**config.mk**
```make
export PLATFORM = sky130hd
export DESIGN_NAME = ysyx_22040750_trap_ctrl_flat
export DESIGN_NICKNAME = d
export VERILOG_FILES = /design/src/rtl/ysyx_22040750_trap_ctrl_pkg.sv /design/src/rtl/ysyx_22040750_trap_ctrl_if.sv /design/src/rtl/ysyx_22040750_trap_ctrl.sv /design/src/flat_wrapper.sv
export SDC_FILE = /design/constraint.sdc
export NUM_CORES = 1
export LEC_CHECK = 0
export CORE_AREA = 5 5 116 118
export DETAILED_ROUTE_END_ITERATION = 10
export DIE_AREA = 0 0 121 123
export GPL_TIMING_DRIVEN = 0
export MAX_ROUTING_LAYER = met4
export PLACE_DENSITY = 0.75
export SLEW_MARGIN = 20
export SYNTH_ARGS = -nofsm -noshare
export SYNTH_HDL_FRONTEND = slang
export SYNTH_SLANG_ARGS = --single-unit
```
**constraint.sdc**
```tcl
create_clock -name I_sys_clk -period 1.3 [get_ports I_sys_clk]
set_input_delay 0.26 -clock I_sys_clk [delete_from_list [all_inputs] [get_ports I_sys_clk]]
set_output_delay 0.26 -clock I_sys_clk [all_outputs]
set_load 0.02 [all_outputs]
```
**src/rtl/ysyx_22040750_trap_ctrl_pkg.sv**
```systemverilog
// Shared types and constants for the trap sequencer.
// FSM states, trap kinds and the mcause values it writes.
package ysyx_22040750_defs;

  typedef enum logic [1:0] {
    ST_IDLE     = 2'd0,
    ST_DRAIN    = 2'd1,
    ST_COMMIT   = 2'd2,
    ST_REDIRECT = 2'd3
  } state_t;

  typedef enum logic {
    KIND_TRAP = 1'b0,
    KIND_MRET = 1'b1
  } kind_t;

  localparam logic [63:0] ECALL_CAUSE_M =
    64'd11;
  localparam logic [63:0] TIMER_CAUSE_M =
    64'h8000_0000_0000_0007;

endpackage

```
**src/rtl/ysyx_22040750_trap_ctrl_if.sv**
```systemverilog
// Redirect handshake from the trap sequencer to the IFU.
// Master drives valid/pc, slave answers with ready.
interface ysyx_22040750_trap_ctrl_if;

  logic        O_redirect_valid;
  logic [31:0] O_redirect_pc;
  logic        I_ifu_ready;

  modport master (
    output O_redirect_valid,
    output O_redirect_pc,
    input  I_ifu_ready
  );

  modport slave (
    input  O_redirect_valid,
    input  O_redirect_pc,
    output I_ifu_ready
  );

endinterface

```
**src/rtl/ysyx_22040750_trap_ctrl.sv**
```systemverilog
// Trap sequencer: accepts ecall/mret/timer at WB, drains memory,
// strobes the CSR file, flushes, then redirects the IFU.
module ysyx_22040750_trap_ctrl
  import ysyx_22040750_defs::*;
#(
  parameter logic [63:0] ECALL_CAUSE = ECALL_CAUSE_M,
  parameter logic [63:0] TIMER_CAUSE = TIMER_CAUSE_M
) (
  input  logic        I_sys_clk,
  input  logic        I_rst,
  input  logic        I_wb_valid,
  input  logic        I_wb_ecall,
  input  logic        I_wb_mret,
  input  logic [31:0] I_wb_pc,
  input  logic        I_timer_pend,
  input  logic        I_mem_busy,
  input  logic [63:0] I_mtvec,
  input  logic [63:0] I_mepc,
  output logic        O_wb_kill,
  output logic        O_stall,
  output logic        O_flush,
  output logic        O_csr_trap_wr,
  output logic        O_csr_mret_wr,
  output logic [31:0] O_csr_epc,
  output logic [63:0] O_csr_cause,
  ysyx_22040750_trap_ctrl_if.master redirect
);

  state_t      state_q;
  state_t      state_d;
  kind_t       kind_q;
  logic [31:0] epc_q;
  logic [63:0] cause_q;
  logic [31:0] redir_q;
  logic        redir_valid;

  logic take_ecall;
  logic take_mret;
  logic take_timer;
  logic accept;

  // Only direct-mode mtvec and a 32-bit PC space are supported.
  logic unused_bits;
  assign unused_bits = ^{I_mtvec[63:32], I_mtvec[1:0],
                         I_mepc[63:32]};

  always_comb begin
    take_ecall = I_wb_valid & I_wb_ecall;
    take_mret  = I_wb_valid & I_wb_mret & ~I_wb_ecall;
    take_timer = I_wb_valid & I_timer_pend
               & ~I_wb_ecall & ~I_wb_mret;
    accept        = 1'b0;
    state_d       = state_q;
    O_wb_kill     = 1'b0;
    O_stall       = 1'b0;
    O_flush       = 1'b0;
    O_csr_trap_wr = 1'b0;
    O_csr_mret_wr = 1'b0;
    redir_valid   = 1'b0;
    unique case (state_q)
      ST_IDLE: begin
        accept    = ~I_rst
                  & (take_ecall | take_mret | take_timer);
        O_wb_kill = ~I_rst & take_timer;
        O_stall   = accept;
        if (accept)
          state_d = I_mem_busy ? ST_DRAIN : ST_COMMIT;
      end
      ST_DRAIN: begin
        O_stall = 1'b1;
        if (!I_mem_busy)
          state_d = ST_COMMIT;
      end
      ST_COMMIT: begin
        O_stall       = 1'b1;
        O_flush       = 1'b1;
        O_csr_trap_wr = (kind_q == KIND_TRAP);
        O_csr_mret_wr = (kind_q == KIND_MRET);
        state_d       = ST_REDIRECT;
      end
      ST_REDIRECT: begin
        O_stall     = 1'b1;
        redir_valid = 1'b1;
        if (redirect.I_ifu_ready)
          state_d = ST_IDLE;
      end
      default: state_d = ST_IDLE;
    endcase
  end

  always_ff @(posedge I_sys_clk) begin
    if (I_rst)
      state_q <= ST_IDLE;
    else
      state_q <= state_d;
  end

  // Target is captured once so it cannot move while valid.
  always_ff @(posedge I_sys_clk) begin
    if (I_rst) begin
      kind_q  <= KIND_TRAP;
      epc_q   <= '0;
      cause_q <= '0;
      redir_q <= '0;
    end else begin
      if (accept) begin
        kind_q <= take_mret ? KIND_MRET : KIND_TRAP;
        if (!take_mret) begin
          epc_q   <= I_wb_pc;
          cause_q <= take_ecall ? ECALL_CAUSE
                                : TIMER_CAUSE;
        end
      end
      if (state_q == ST_COMMIT)
        redir_q <= (kind_q == KIND_TRAP)
                 ? {I_mtvec[31:2], 2'b00}
                 : I_mepc[31:0];
    end
  end

  assign O_csr_epc   = epc_q;
  assign O_csr_cause = cause_q;

  assign redirect.O_redirect_valid = redir_valid;
  assign redirect.O_redirect_pc    = redir_q;

endmodule

```
**src/flat_wrapper.sv**
```systemverilog
// flat-port wrapper written by rule: the top's interface ports become plain ports
module ysyx_22040750_trap_ctrl_flat import ysyx_22040750_defs::*;
#(
  parameter logic [63:0] ECALL_CAUSE = ECALL_CAUSE_M,
  parameter logic [63:0] TIMER_CAUSE = TIMER_CAUSE_M
)
  (I_sys_clk, I_rst, I_wb_valid, I_wb_ecall, I_wb_mret, I_wb_pc, I_timer_pend, I_mem_busy, I_mtvec, I_mepc, O_wb_kill, O_stall, O_flush, O_csr_trap_wr, O_csr_mret_wr, O_csr_epc, O_csr_cause, redirect_O_redirect_valid, redirect_O_redirect_pc, redirect_I_ifu_ready);
  ysyx_22040750_trap_ctrl_if redirect_i ();
  input  logic I_sys_clk;
  input  logic I_rst;
  input  logic I_wb_valid;
  input  logic I_wb_ecall;
  input  logic I_wb_mret;
  input  logic [31:0] I_wb_pc;
  input  logic I_timer_pend;
  input  logic I_mem_busy;
  input  logic [63:0] I_mtvec;
  input  logic [63:0] I_mepc;
  output logic O_wb_kill;
  output logic O_stall;
  output logic O_flush;
  output logic O_csr_trap_wr;
  output logic O_csr_mret_wr;
  output logic [31:0] O_csr_epc;
  output logic [63:0] O_csr_cause;
  output wire logic [$bits(redirect_i.O_redirect_valid)-1:0] redirect_O_redirect_valid;
  output wire logic [$bits(redirect_i.O_redirect_pc)-1:0] redirect_O_redirect_pc;
  input wire logic [$bits(redirect_i.I_ifu_ready)-1:0] redirect_I_ifu_ready;
  assign redirect_O_redirect_valid = redirect_i.O_redirect_valid;
  assign redirect_O_redirect_pc = redirect_i.O_redirect_pc;
  assign redirect_i.I_ifu_ready = redirect_I_ifu_ready;
  ysyx_22040750_trap_ctrl #(.ECALL_CAUSE(ECALL_CAUSE), .TIMER_CAUSE(TIMER_CAUSE)) u_core (.I_sys_clk(I_sys_clk), .I_rst(I_rst), .I_wb_valid(I_wb_valid), .I_wb_ecall(I_wb_ecall), .I_wb_mret(I_wb_mret), .I_wb_pc(I_wb_pc), .I_timer_pend(I_timer_pend), .I_mem_busy(I_mem_busy), .I_mtvec(I_mtvec), .I_mepc(I_mepc), .O_wb_kill(O_wb_kill), .O_stall(O_stall), .O_flush(O_flush), .O_csr_trap_wr(O_csr_trap_wr), .O_csr_mret_wr(O_csr_mret_wr), .O_csr_epc(O_csr_epc), .O_csr_cause(O_csr_cause), .redirect(redirect_i));
endmodule
```
==> impl_metrics.toml <==
[layout]
fin_cells = 846
layout.nets = 842
area_growth_pct = 106.7
drive_above_1_share_pct = 44.81
layout_common_cells = "clkdlybuf4s50_1, buf_4, dfxtp_1"
final_common_cell = "clkdlybuf4s50_1"
diodes = 0

[synthesis]
ys_seq_area_share_pct = 41.92
synth_area_leaders = "dfxtp_1, buf_4, mux2i_1"
yosysTopAreaCell = "dfxtp_1"
synth_cell_types = 25
yosysWarnings = 0
yosysTopAreaCellShare_pct = 41.92
synth_area_per_cell_sq_um = 8.617
postSynthCellCount = 388
ys_ff_latch = 70
synthesis.area_sq_um = 3343

[route]
dr.pass1.iters = 4
vias = 3603
via_per_inst = 4.259
post_drt_wl_per_cell_microns = 15.27
dr.first_iter.drc_count = 74
ant_nets = 0
routed_wl_microns = 12920
drc = 0

[sta]
slew_viol_final = 0
finalHoldViolCount = 0
layout_min_cycle_time_ns = 1.705
rsz0062_at_grt = "yes"
setup-tns-final_ns = -14.98
whs_ns = 0.4527
setup_ws_ns = -0.4046
fmaxAchievable_mhz = 586.6
post-route-period-util_pct = 131.1
relSlewSlack_pct = 39.81
setup_violations = 67
finClkSkew_ns = 0.01110
worstMarginPinSlew_ns = 0.9029

[critical_path]
r2r-start = "u_core.state_q[0]$_SDFFE_PP0P_"
reg2reg_to = "u_core.O_csr_epc[2]$_SDFFE_PP0P_"
worst_setup_path_start_kind = "register"
critical_path_required_ns = 1.04
r2r_cells = 10
arrival_ns = 1.44
critPathMaxFanout = 3
end_kind = "output port"
worstSetupPathType = "reg2out"
rrSetupSlack_ns = -0.33

[grt]
antenna_found_initial = 0
grt_pass1_wl_microns = 17750
gr-usage-met3_pct = 5.352
grt-ovfl-total = 0
grt_busiest_layer = "met2"
grt_pass1_vias = 3574
grt_util_met1_pct = 16.62
grt.total_usage_pct = 15.64
grt_use_met2_pct = 27.02
grt_max_degree = 13

[power_and_ir_drop]
p_leak_nw = 2.936
seqPwrFrac_pct = 27.1
power_density_nw_per_um2 = 1648
max-vdd-ir-drop_uv = 810.8
combPwrFrac_pct = 51.0
swShare_pct = 37.82
pwr-share-clk_pct = 21.9
p_int_mw = 7.079
power.total_mw = 11.38
power_switching_mw = 4.305

[placement]
dpl_worst_slack_ns = -0.9970
place_hpwl_microns = 8721
dp.cells = 793
port_buffers = 175
finalWeightedCongestion = 0.8140

[worst_hold_path]
holdPathEnd = "u_core.O_csr_epc[0]$_SDFFE_PP0P_"
hp-start = "u_core.O_csr_epc[0]$_SDFFE_PP0P_"
hp-class = "reg2reg"
whs_path_depth = 2

[die]
die_h_microns = 123
die_x_microns = 121
pin_count = 302
dieArea_sq_um = 14880
fp.coreArea_sq_um = 12360
start_util_pct = 27.04
rows = 41

[clock_tree]
clock-root-buffer = "clkbuf_16"
clkTransAtPathRegs_ns = 0.07
cts_buffer_depth = 2
cts_tree = "built"
clock_latency_ns = 0.33
cts_sinks = 70
numCtsBuffers = 9
hold_buffers = 0
h-tree-depth = 3

[run_status]
violations = "setup timing"
status = "finished with violations"

[job]
max_cap_viol_count = 0
layout make-up:
class                   instances  area [sq um]
clock inverters                 5         58.81
plain buffers                  83         704.4
fillers                      1061          5454
clock buffers                  11         242.7
repair buffers                215          2048
inverters                       3         18.77
flip-flops and latches         70          1414
well taps                     172         215.2
multi-input cells             287          2207
what timing repair did:
item / CTS / global route
endpoints found under the setup margin: 140 / 119
setup buffers: 17 / 14
pin swaps: 10 / 48
resized for setup: 194 / 241
cloned: 6 / 7
metrics by stage:
step                      area, sq um  util, %
after floorplan                  3628        -
after global placement           5595    45.26
after detailed placement         5595    45.26
after CTS                        6275    50.75
after global routing             6909    55.89
final                            6909    55.89
worst max path at each step:
| stage | startpoint | cells after the start | to |
|---|---|---|---|
| CTS | u_core.state_q[0]$_SDFFE_PP0P_ | 5 | O_wb_kill |
| detailed placement | I_wb_valid | 4 | O_wb_kill |
| finish | u_core.state_q[0]$_SDFFE_PP0P_ | 5 | O_wb_kill |
| floorplan | u_core.state_q[1]$_SDFFE_PP0P_ | 4 | O_wb_kill |
| global placement | I_wb_valid | 4 | O_wb_kill |
| global route | u_core.state_q[0]$_SDFFE_PP0P_ | 5 | O_wb_kill |
worst max-delay path: stages, from the launching register on:
cell and delay (ns):
dfxtp_4 0.37, inv_6 0.07, ha_4 0.15, nand2_4 0.06
nor4_4 0.26, buf_4 0.20
power by group through the flow:
stage                     logic (mW)  registers (mW)  clock network (mW)
after global placement          4.07            2.95                   0
after global routing            6.16            3.15                2.63
final                           5.80            3.09                2.50
after detailed placement        4.13            2.97                   0
after CTS                       4.57            2.94                2.54
after floorplan                 1.84            3.50                   0
flip-flops by register name, indices dropped and copies added (netlist names):
| signal | cells |
|---|---|
| u_core.O_csr_epc | 32 |
| u_core.redirect.O_redirect_pc | 32 |
| u_core.O_csr_cause | 3 |
| u_core.state_q | 2 |
| u_core.kind_q | 1 |
routing by layer:
metal  wire [microns]  vias to the layer above
met5                0                        -
met4              231                        0
met3             1074                       20
met2             6684                      159
met1             4926                     1673
li1                 -                     1751
cell families (layout without fill, tap and decap cells):
kind of cell | after synthesis | in the layout | synth area share [%]
multiplexers | 31 | 31 | 9.282
AND/OR/NAND/NOR | 116 | 116 | 14.07
adder cells (fa/ha/maj) | 5 | 5 | 1.871
buffers and inverters | 90 | 317 | 18.49
flip-flops | 70 | 70 | 41.92
other | 1 | 59 | 0.1122
AO/OA/AOI/OAI | 75 | 76 | 14.26
synth_stat cells:
cell type / instances
nand2_1: 68
nor4_2: 1
buf_2: 5
clkbuf_1: 13
nor2b_1: 2
ha_1: 5
and2_1: 1
a22oi_1: 1
nor2_1: 36
o211ai_2: 1
inv_1: 3
nor3_1: 3
a211oi_1: 30
nor2b_2: 1
o21ai_0: 2
mux2i_1: 31
a21oi_1: 37
a311oi_1: 2
dfxtp_1: 70
buf_6: 4
buf_4: 65
o21ai_2: 1
nand2b_1: 4
conb_1: 1
o211a_1: 1
(Power assumes the default switching activity.)
